`config.mk`:
```
export PLATFORM = sky130hd
export DESIGN_NAME = fetch_sequencer_flat
export DESIGN_NICKNAME = d
export VERILOG_FILES = /design/src/rtl/fetch_sequencer_if.sv /design/src/rtl/fetch_sequencer.sv /design/src/flat_wrapper.sv
export SDC_FILE = /design/constraint.sdc
export NUM_CORES = 1
export LEC_CHECK = 0
export CAP_MARGIN = 20
export CORE_MARGIN = 5
export CORE_UTILIZATION = 35
export DETAILED_ROUTE_END_ITERATION = 8
export DONT_BUFFER_PORTS = 1
export PLACE_DENSITY = 0.51
export SLEW_MARGIN = 0
export SYNTH_ARGS = -nofsm -noshare
export SYNTH_HDL_FRONTEND = slang
export SYNTH_SLANG_ARGS = --single-unit
```
`constraint.sdc`:
```
create_clock -name clk -period 2.47 [get_ports clk]
set_input_delay 0.494 -clock clk [delete_from_list [all_inputs] [get_ports clk]]
set_output_delay 0.494 -clock clk [all_outputs]
set_load 0.02 [all_outputs]
```
`src/rtl/fetch_sequencer_if.sv`:
```
// Fetch sequencer handshake bundle: imem req/ack, hazard/redirect inputs,
// PC-control outputs and debug state.
interface fetch_sequencer_if;
   logic       imem_ack;
   logic       stall;
   logic       jmp;
   logic       branch_taken;
   logic       jmp_r;
   logic       imem_req;
   logic       pc_enable;
   logic       sel_jmp;
   logic       sel_branch;
   logic       sel_jmp_r;
   logic       flush;
   logic       if_valid;
   logic       fetch_timeout;
   logic [1:0] state;

   modport master (
      input  imem_ack, stall, jmp, branch_taken, jmp_r,
      output imem_req, pc_enable, sel_jmp, sel_branch, sel_jmp_r,
      output flush, if_valid, fetch_timeout, state
   );

   modport slave (
      output imem_ack, stall, jmp, branch_taken, jmp_r,
      input  imem_req, pc_enable, sel_jmp, sel_branch, sel_jmp_r,
      input  flush, if_valid, fetch_timeout, state
   );
endinterface

```
`src/rtl/fetch_sequencer.sv`:
```
// Instruction-fetch control FSM: startup hold, imem req/ack sequencing,
// redirect capture with priority select, stall handling and timeout trap.
module fetch_sequencer #(
   parameter int unsigned STARTUP_CYCLES = 2,
   parameter int unsigned MAX_WAIT       = 15
) (
   input  logic clk,
   input  logic reset,
   fetch_sequencer_if.master bus
);
   typedef enum logic [1:0] {
      HOLD = 2'b00,
      REQ  = 2'b01,
      WAIT = 2'b10,
      ERR  = 2'b11
   } state_e;

   state_e     state_q, state_d;
   logic [3:0] boot_q, boot_d;
   logic [7:0] wait_q, wait_d;
   // Pending redirect kinds: {jmp_r, branch, jmp}
   logic [2:0] pend_q, pend_d;
   logic [2:0] redir;
   logic       active, done, complete;
   logic       req, pc_en, s_jmp, s_br, s_jr, fl, iv, tmo;

   always_ff @(posedge clk or posedge reset) begin
      if (reset) begin
         state_q <= HOLD;
         boot_q  <= 4'(STARTUP_CYCLES);
         wait_q  <= 8'd0;
         pend_q  <= 3'd0;
      end else begin
         state_q <= state_d;
         boot_q  <= boot_d;
         wait_q  <= wait_d;
         pend_q  <= pend_d;
      end
   end

   always_comb begin
      state_d  = state_q;
      boot_d   = boot_q;
      wait_d   = wait_q;
      pend_d   = pend_q;
      req      = 1'b0;
      pc_en    = 1'b0;
      s_jmp    = 1'b0;
      s_br     = 1'b0;
      s_jr     = 1'b0;
      fl       = 1'b0;
      iv       = 1'b0;
      tmo      = 1'b0;
      active   = (state_q == REQ) || (state_q == WAIT);
      redir    = pend_q | {bus.jmp_r, bus.branch_taken, bus.jmp};
      done     = active && bus.imem_ack;
      complete = done && !bus.stall;

      unique case (state_q)
         HOLD: begin
            boot_d = boot_q - 4'd1;
            if (boot_q <= 4'd1) state_d = REQ;
         end
         REQ: begin
            req = 1'b1;
            if (!bus.imem_ack) begin
               state_d = WAIT;
               wait_d  = 8'd1;
            end
         end
         WAIT: begin
            req = 1'b1;
            if (bus.imem_ack)                  state_d = REQ;
            else if (wait_q == 8'(MAX_WAIT))   state_d = ERR;
            else                               wait_d  = wait_q + 8'd1;
         end
         ERR: tmo = 1'b1;
      endcase

      // A stalled completion keeps (and keeps accumulating) the redirect
      if (active) pend_d = complete ? 3'd0 : redir;

      if (complete) begin
         pc_en = 1'b1;
         if (redir == 3'd0) begin
            iv = 1'b1;
         end else begin
            fl     = 1'b1;
            s_jr   = redir[2];
            s_br   = !redir[2] && redir[1];
            s_jmp  = !redir[2] && !redir[1];
         end
      end
   end

   assign bus.imem_req      = req;
   assign bus.pc_enable     = pc_en;
   assign bus.sel_jmp       = s_jmp;
   assign bus.sel_branch    = s_br;
   assign bus.sel_jmp_r     = s_jr;
   assign bus.flush         = fl;
   assign bus.if_valid      = iv;
   assign bus.fetch_timeout = tmo;
   assign bus.state         = state_q;
endmodule

```
`src/flat_wrapper.sv`:
```
// flat-port wrapper written by rule: the top's interface ports become plain ports
module fetch_sequencer_flat 
#(
   parameter int unsigned STARTUP_CYCLES = 2,
   parameter int unsigned MAX_WAIT       = 15
)
  (clk, reset, bus_imem_ack, bus_stall, bus_jmp, bus_branch_taken, bus_jmp_r, bus_imem_req, bus_pc_enable, bus_sel_jmp, bus_sel_branch, bus_sel_jmp_r, bus_flush, bus_if_valid, bus_fetch_timeout, bus_state);
  fetch_sequencer_if bus_i ();
  input  logic clk;
  input  logic reset;
  input wire logic [$bits(bus_i.imem_ack)-1:0] bus_imem_ack;
  input wire logic [$bits(bus_i.stall)-1:0] bus_stall;
  input wire logic [$bits(bus_i.jmp)-1:0] bus_jmp;
  input wire logic [$bits(bus_i.branch_taken)-1:0] bus_branch_taken;
  input wire logic [$bits(bus_i.jmp_r)-1:0] bus_jmp_r;
  output wire logic [$bits(bus_i.imem_req)-1:0] bus_imem_req;
  output wire logic [$bits(bus_i.pc_enable)-1:0] bus_pc_enable;
  output wire logic [$bits(bus_i.sel_jmp)-1:0] bus_sel_jmp;
  output wire logic [$bits(bus_i.sel_branch)-1:0] bus_sel_branch;
  output wire logic [$bits(bus_i.sel_jmp_r)-1:0] bus_sel_jmp_r;
  output wire logic [$bits(bus_i.flush)-1:0] bus_flush;
  output wire logic [$bits(bus_i.if_valid)-1:0] bus_if_valid;
  output wire logic [$bits(bus_i.fetch_timeout)-1:0] bus_fetch_timeout;
  output wire logic [$bits(bus_i.state)-1:0] bus_state;
  assign bus_i.imem_ack = bus_imem_ack;
  assign bus_i.stall = bus_stall;
  assign bus_i.jmp = bus_jmp;
  assign bus_i.branch_taken = bus_branch_taken;
  assign bus_i.jmp_r = bus_jmp_r;
  assign bus_imem_req = bus_i.imem_req;
  assign bus_pc_enable = bus_i.pc_enable;
  assign bus_sel_jmp = bus_i.sel_jmp;
  assign bus_sel_branch = bus_i.sel_branch;
  assign bus_sel_jmp_r = bus_i.sel_jmp_r;
  assign bus_flush = bus_i.flush;
  assign bus_if_valid = bus_i.if_valid;
  assign bus_fetch_timeout = bus_i.fetch_timeout;
  assign bus_state = bus_i.state;
  fetch_sequencer #(.STARTUP_CYCLES(STARTUP_CYCLES), .MAX_WAIT(MAX_WAIT)) u_core (.clk(clk), .reset(reset), .bus(bus_i));
endmodule
```
==> After elaboration in Yosys (flattened, before gate mapping) <==
Index checks and enable logic that the tools add are counted.
{ "op_classes": {"n_eq_ne": 9, "n_bitwise": 1, "order_cmp": 1, "muxes": 23, "add_sub_neg": 2, "reduce_logical": 15} }
{ "op_table": {"columns": ["cell", "n"], "rows": [
  ["two-way mux 8 bit", 3],
  ["case mux 8 bit (2 select lines)", 1],
  ["two-way mux 1 bit", 13],
  ["adder 8 x 1 -> 8 bit (second input constant)", 1],
  ["== test 8 x 4 -> 1 bit (second input constant)", 1],
  ["two-way mux 2 bit", 4],
  ["AND reduction 4 bit", 2],
  ["!= test 2 bit (second input constant)", 3],
  ["case mux 2 bit (3 select lines)", 1],
  ["== test 2 bit (second input constant)", 2],
  ["less-or-equal comparator 4 x 1 -> 1 bit (second input constant)", 1],
  ["logical AND 1 bit", 4],
  ["subtractor 4 x 1 -> 4 bit (second input constant)", 1],
  ["logical NOT 1 bit", 3],
  ["logical NOT 3 bit", 1],
  ["two-way mux 3 bit", 1],
  ["!= test 3 bit (second input constant)", 1],
  ["bitwise OR 3 bit", 1],
  ["nonzero test 3 bit", 1],
  ["== test 2 x 1 -> 1 bit (second input constant)", 1],
  ["logical NOT 2 bit", 1],
  ["!= test 2 x 1 -> 1 bit (second input constant)", 1],
  ["nonzero test 2 bit", 1],
  ["OR reduction 2 bit", 1],
  ["logical OR 1 bit", 1]
]} }
{ "word_totals": {"input_bits": 7, "ff_bits": 17} }

==> Longest topological paths before layout <==
{ "logic_depth": {"word_depth": 5, "mapped_depth": 7, "ltp_nobuf": 6} }

==> Least setup slack after synthesis <==
Ideal clock, no wire load.
{ "synth_timing": {"path_kind": "reg-to-output", "from": "register u_core.state_q[0] (netlist: u_core.bus.state[0])", "to": "output bus_if_valid", "arrival_ns": 2.231, "n_path_buf": 1, "path_stages_with_launch": 7, "path_slack_ns": -0.255, "cell_sequence": "dfrtp_1 -> inv_1 -> ha_1 -> nand2_1 -> or2_2 -> clkbuf_1 -> nor4_1"} }
{ "synth_between": {"elab_chain_len": 5, "elab_cells_between_ends": 6, "cone_classes": "2 x eq/ne; 1 x mux; 3 x reduce/logical"} }
{ "synth_lines": {"columns": ["element", "line", "rtl"], "rows": [
  ["from (decl)", "fetch_sequencer.sv:18", "state_e state_q, state_d;"],
  ["from (signal assigned)", "fetch_sequencer.sv:34", "state_q <= state_d;"],
  ["== test 2 x 1 -> 1 bit or == test 2 bit (tied branches)", "fetch_sequencer.sv:54", "active = (state_q == REQ) || (state_q == WAIT);"],
  ["logical OR 1 bit (*)", "fetch_sequencer.sv:54", null],
  ["logical AND 1 bit (*)", "fetch_sequencer.sv:56", "done = active && bus.imem_ack;"],
  ["logical AND 1 bit (*)", "fetch_sequencer.sv:57", "complete = done && !bus.stall;"],
  ["two-way mux 1 bit (*)", "fetch_sequencer.sv:83", "if (complete) begin"],
  ["to (decl)", "flat_wrapper.sv:22", "output wire logic [$bits(bus_i.if_valid)-1:0] bus_if_valid;"]
]} }
Mark *: on every way between the ends. The rest lies on a longest branch, timed or not.

==> Final worst setup path <==
{ "layout_timing": {"from": "register u_core.state_q[1] (netlist: u_core.bus.state[1])", "to": "output bus_sel_branch"} }
{ "layout_between": {"elab_chain_len": 5, "elab_cells_between_ends": 6, "cone_classes": "2 x eq/ne; 1 x mux; 3 x reduce/logical"} }
{ "layout_lines": {"columns": ["element", "line", "rtl"], "rows": [
  ["== test 2 x 1 -> 1 bit or == test 2 bit (tied branches)", "fetch_sequencer.sv:54", null],
  ["logical OR 1 bit (*)", "fetch_sequencer.sv:54", null],
  ["logical AND 1 bit (*)", "fetch_sequencer.sv:56", null],
  ["logical AND 1 bit (*)", "fetch_sequencer.sv:57", null],
  ["two-way mux 1 bit (*)", "fetch_sequencer.sv:83", null],
  ["to (decl)", "flat_wrapper.sv:19", "output wire logic [$bits(bus_i.sel_branch)-1:0] bus_sel_branch;"]
]} }
Marked as above.

==> results.md <==
* Largest net degree at the start of global routing at 18
* GRT Util Overall at 10.2%
* Sink Count at 17
* Remaining DRCs at 0
* Final setup violation count at 0
* Vias at 754
* Leak at 0.519 nW
* Hold Crit Class: input pin to asynchronous set/reset pin
* Area Overhead vs Synth at 14.3%
* Post-synth EDFFs at 0
* CTS root buffer: clkbuf_4
* Arrival time at the worst endpoint at 1.84 ns
* Final net count at 129
* I/O pin total at 17
* Post-synth top area share at 40.9%
* Peak supply drop at 253 µV
* FF-to-FF setup slack at 0.55 ns
* Total power draw at 0.446 mW
* # hold bufs at CTS at 0
* Max Cap Viol at 0
* Die area at 3960 µm²
* # Post-CTS Setup Buffers at 0
* Clock slew at reported path FFs at 0.11 ns
* Die Y at 62.9 µm
* Fmax at 429 MHz
* Grt peak-use layer: met2
* Ant diodes at 0
* Initial antenna violation count at 0
* CP Max Fanout at 6
* Top post-synthesis cells by count: dfrtp_1 (16), nor2_1 (14), nand2_1 (9)
* Antenna Nets Post-Route at 0
* Clk_lat worst skew at 0.29 ns
* Status: finished, final reports clean
* Yosys cell types at 32
* Synth area leaders: dfrtp_1 (41%), ha_1 (10%), nor2_1 (5.4%), nand2_1 (3.4%), a21oi_1 (3.1%)
* GRT met2 Usage at 15.5%
* Number of H-tree levels at 1
* # rows at 19
* Final weighted congestion in routability-driven placement at 0.760
* Final worst setup slack at 0.137 ns
* FILL cells at 296
* Pre-antenna DRT Iters at 4
* Non-Filler Instances at 144
* FFs w/ async S/R, synth at 100%
* CTS max path bufs at 2
* TritonCTS clock tree: built
* Vias per cell at 5.24
* Resize count post-CTS at 0
* Place WS at 0.453 ns
* Met3 Use GR at 3.24%
* Placed Instances at 140
* Worst r2r path cells at 5
* Avg WL per Cell at 13.5 µm
* Final Util at 41.3%
* Largest area contributor in the netlist: dfrtp_1
* Final period demand of the worst path at 2.33 ns
* #FFs+latches synth at 17
* Setup crit end kind: output pin
* Post-synthesis sequential area ratio at 43.6%
* RSZ-0062 raised after global routing: false
* Mapped Avg Cell Area at 9.60 µm²
* Share of layout cells above drive strength 1 at 20.4%
* Grt total ovfl at 0
* # port buffers at 0
* Die Wd at 62.9 µm
* Mapped Cells at 102
* Met1 Resource Use GR at 13.4%
* Vias in the first global route at 736
* Top-count cell post-synth: dfrtp_1
* Relative slew slack at 55.8%
* Top FF cell, synth: dfrtp_1
* PwrDens at 398 nW/µm²
* Reg2reg end: u_core.wait_q[0]
* Initial drt markers at 14
* Total CTS buffers at 3
* Crit Path Class: flop to output pin
* Required time worst endpoint at 1.98 ns
* FF-to-FF Start: u_core.wait_q[0]
* Worst slew pin tran at 0.663 ns
* Mapped Area at 980 µm²
* Post-synthesis net count at 117
* Pins Over Slew Limit at 0
* Ys Warns at 0
* Initial core utilization at 36.1%
* Period utilization at 94.4%
* Worst Setup Start Kind: flop
* Hpwl dp at 1490 µm
* First-pass GRT wire length at 3300 µm
* Setup Skew at 0.00953 ns
* Final WL at 1950 µm
* Final Hold Violating Endpoints at 0
* Core area at 2710 µm²
kinds of logic after synthesis:
family / count (synthesis) / synth area share (%)
muxes: 3 / 3.07
adders and majority gates: 8 / 10.2
DFF: 17 / 43.6
and+or+nand+nor: 46 / 25.5
AOI/OAI and AO/OA: 17 / 11.4
buffers and inverters: 7 / 2.68
xor gates and xnor gates: 4 / 3.58
state kept, by name, summed over array words and instances (netlist names):
register          cells
u_core.boot_q         4
u_core.bus.state      2
u_core.pend_q         3
u_core.wait_q         8
per-stage QoR:
stage | hold WS (ns) | area, µm² | setup TNS, ns
after global placement | 0.464 | 1090 | 0
after detailed placement | 0.462 | 1090 | 0
after CTS | 0.192 | 1120 | 0
after floorplan | 0.419 | 997 | -0.122
after global routing | 0.216 | 1120 | 0
final | 0.169 | 1120 | 0
cell usage in the layout, fill, tap and decap left out:
| master | n |
|---|---|
| nand2b_1 | 1 |
| or2_2 | 1 |
| buf_4 | 8 |
| nand4b_1 | 1 |
| nand4_1 | 2 |
| dfrtp_1 | 16 |
| xnor2_1 | 2 |
| or4_1 | 1 |
| nor2b_1 | 1 |
| a311oi_2 | 1 |
| nor3_2 | 2 |
| ha_1 | 8 |
| nor2_1 | 14 |
| nor4b_1 | 1 |
| o21ai_0 | 4 |
| o211ai_1 | 3 |
| nor4_2 | 2 |
| or4b_4 | 1 |
| dfstp_2 | 1 |
| clkinv_2 | 1 |
| nand3_1 | 3 |
| xor2_1 | 2 |
| nand2_1 | 9 |
| clkbuf_4 | 3 |
| or3_1 | 1 |
| or3_4 | 1 |
| nor3b_2 | 1 |
| o31ai_1 | 2 |
| inv_1 | 6 |
| a21oi_1 | 6 |
| mux2i_1 | 3 |
| and2_1 | 1 |
| nor3_1 | 3 |
| a31o_2 | 1 |
worst max-delay path by stage:
stage,endpoint,slack [ns],startpoint
after floorplan,bus_if_valid,-0.06,u_core.bus.state[0]
after global placement,bus_sel_branch,0.50,u_core.bus.state[1]
after detailed placement,bus_sel_branch,0.45,u_core.bus.state[1]
after CTS,bus_sel_branch,0.12,u_core.bus.state[1]
after global routing,bus_sel_branch,0.03,u_core.bus.state[1]
final,bus_sel_branch,0.14,u_core.bus.state[1]
critical path, stage by stage (launching register included):
cell and delay, ns:
dfrtp_1 0.36, inv_1 0.08, ha_1 0.32, nand2_1 0.05, or2_2 0.34, nor4_2 0.23, buf_4 0.18
power by group:
group | total [mW] | switching (mW) | internal (mW) | leakage, nW
sequential | 0.281 | 0.00158 | 0.279 | 0.216
clock | 0.151 | 0.0907 | 0.0601 | 0.0177
combinational | 0.0143 | 0.00980 | 0.00453 | 0.286
metal layers:
layer  wire [µm]  up-vias
li1            -      381
met1         955      360
met2         869       11
met3         105        2
met4          20        0
met5           0        -
layout make-up:
type	count	area [µm²]	area share, %
multi-input cells	78	544	48.6
clock inverters	1	5.00	0.447
inverters	6	22.5	2.01
clock buffers	3	22.5	2.01
well taps	31	38.8	3.46
flip-flops and latches	17	427	38.1
repair buffers	8	60.1	5.36
(Power assumes the default switching activity.)
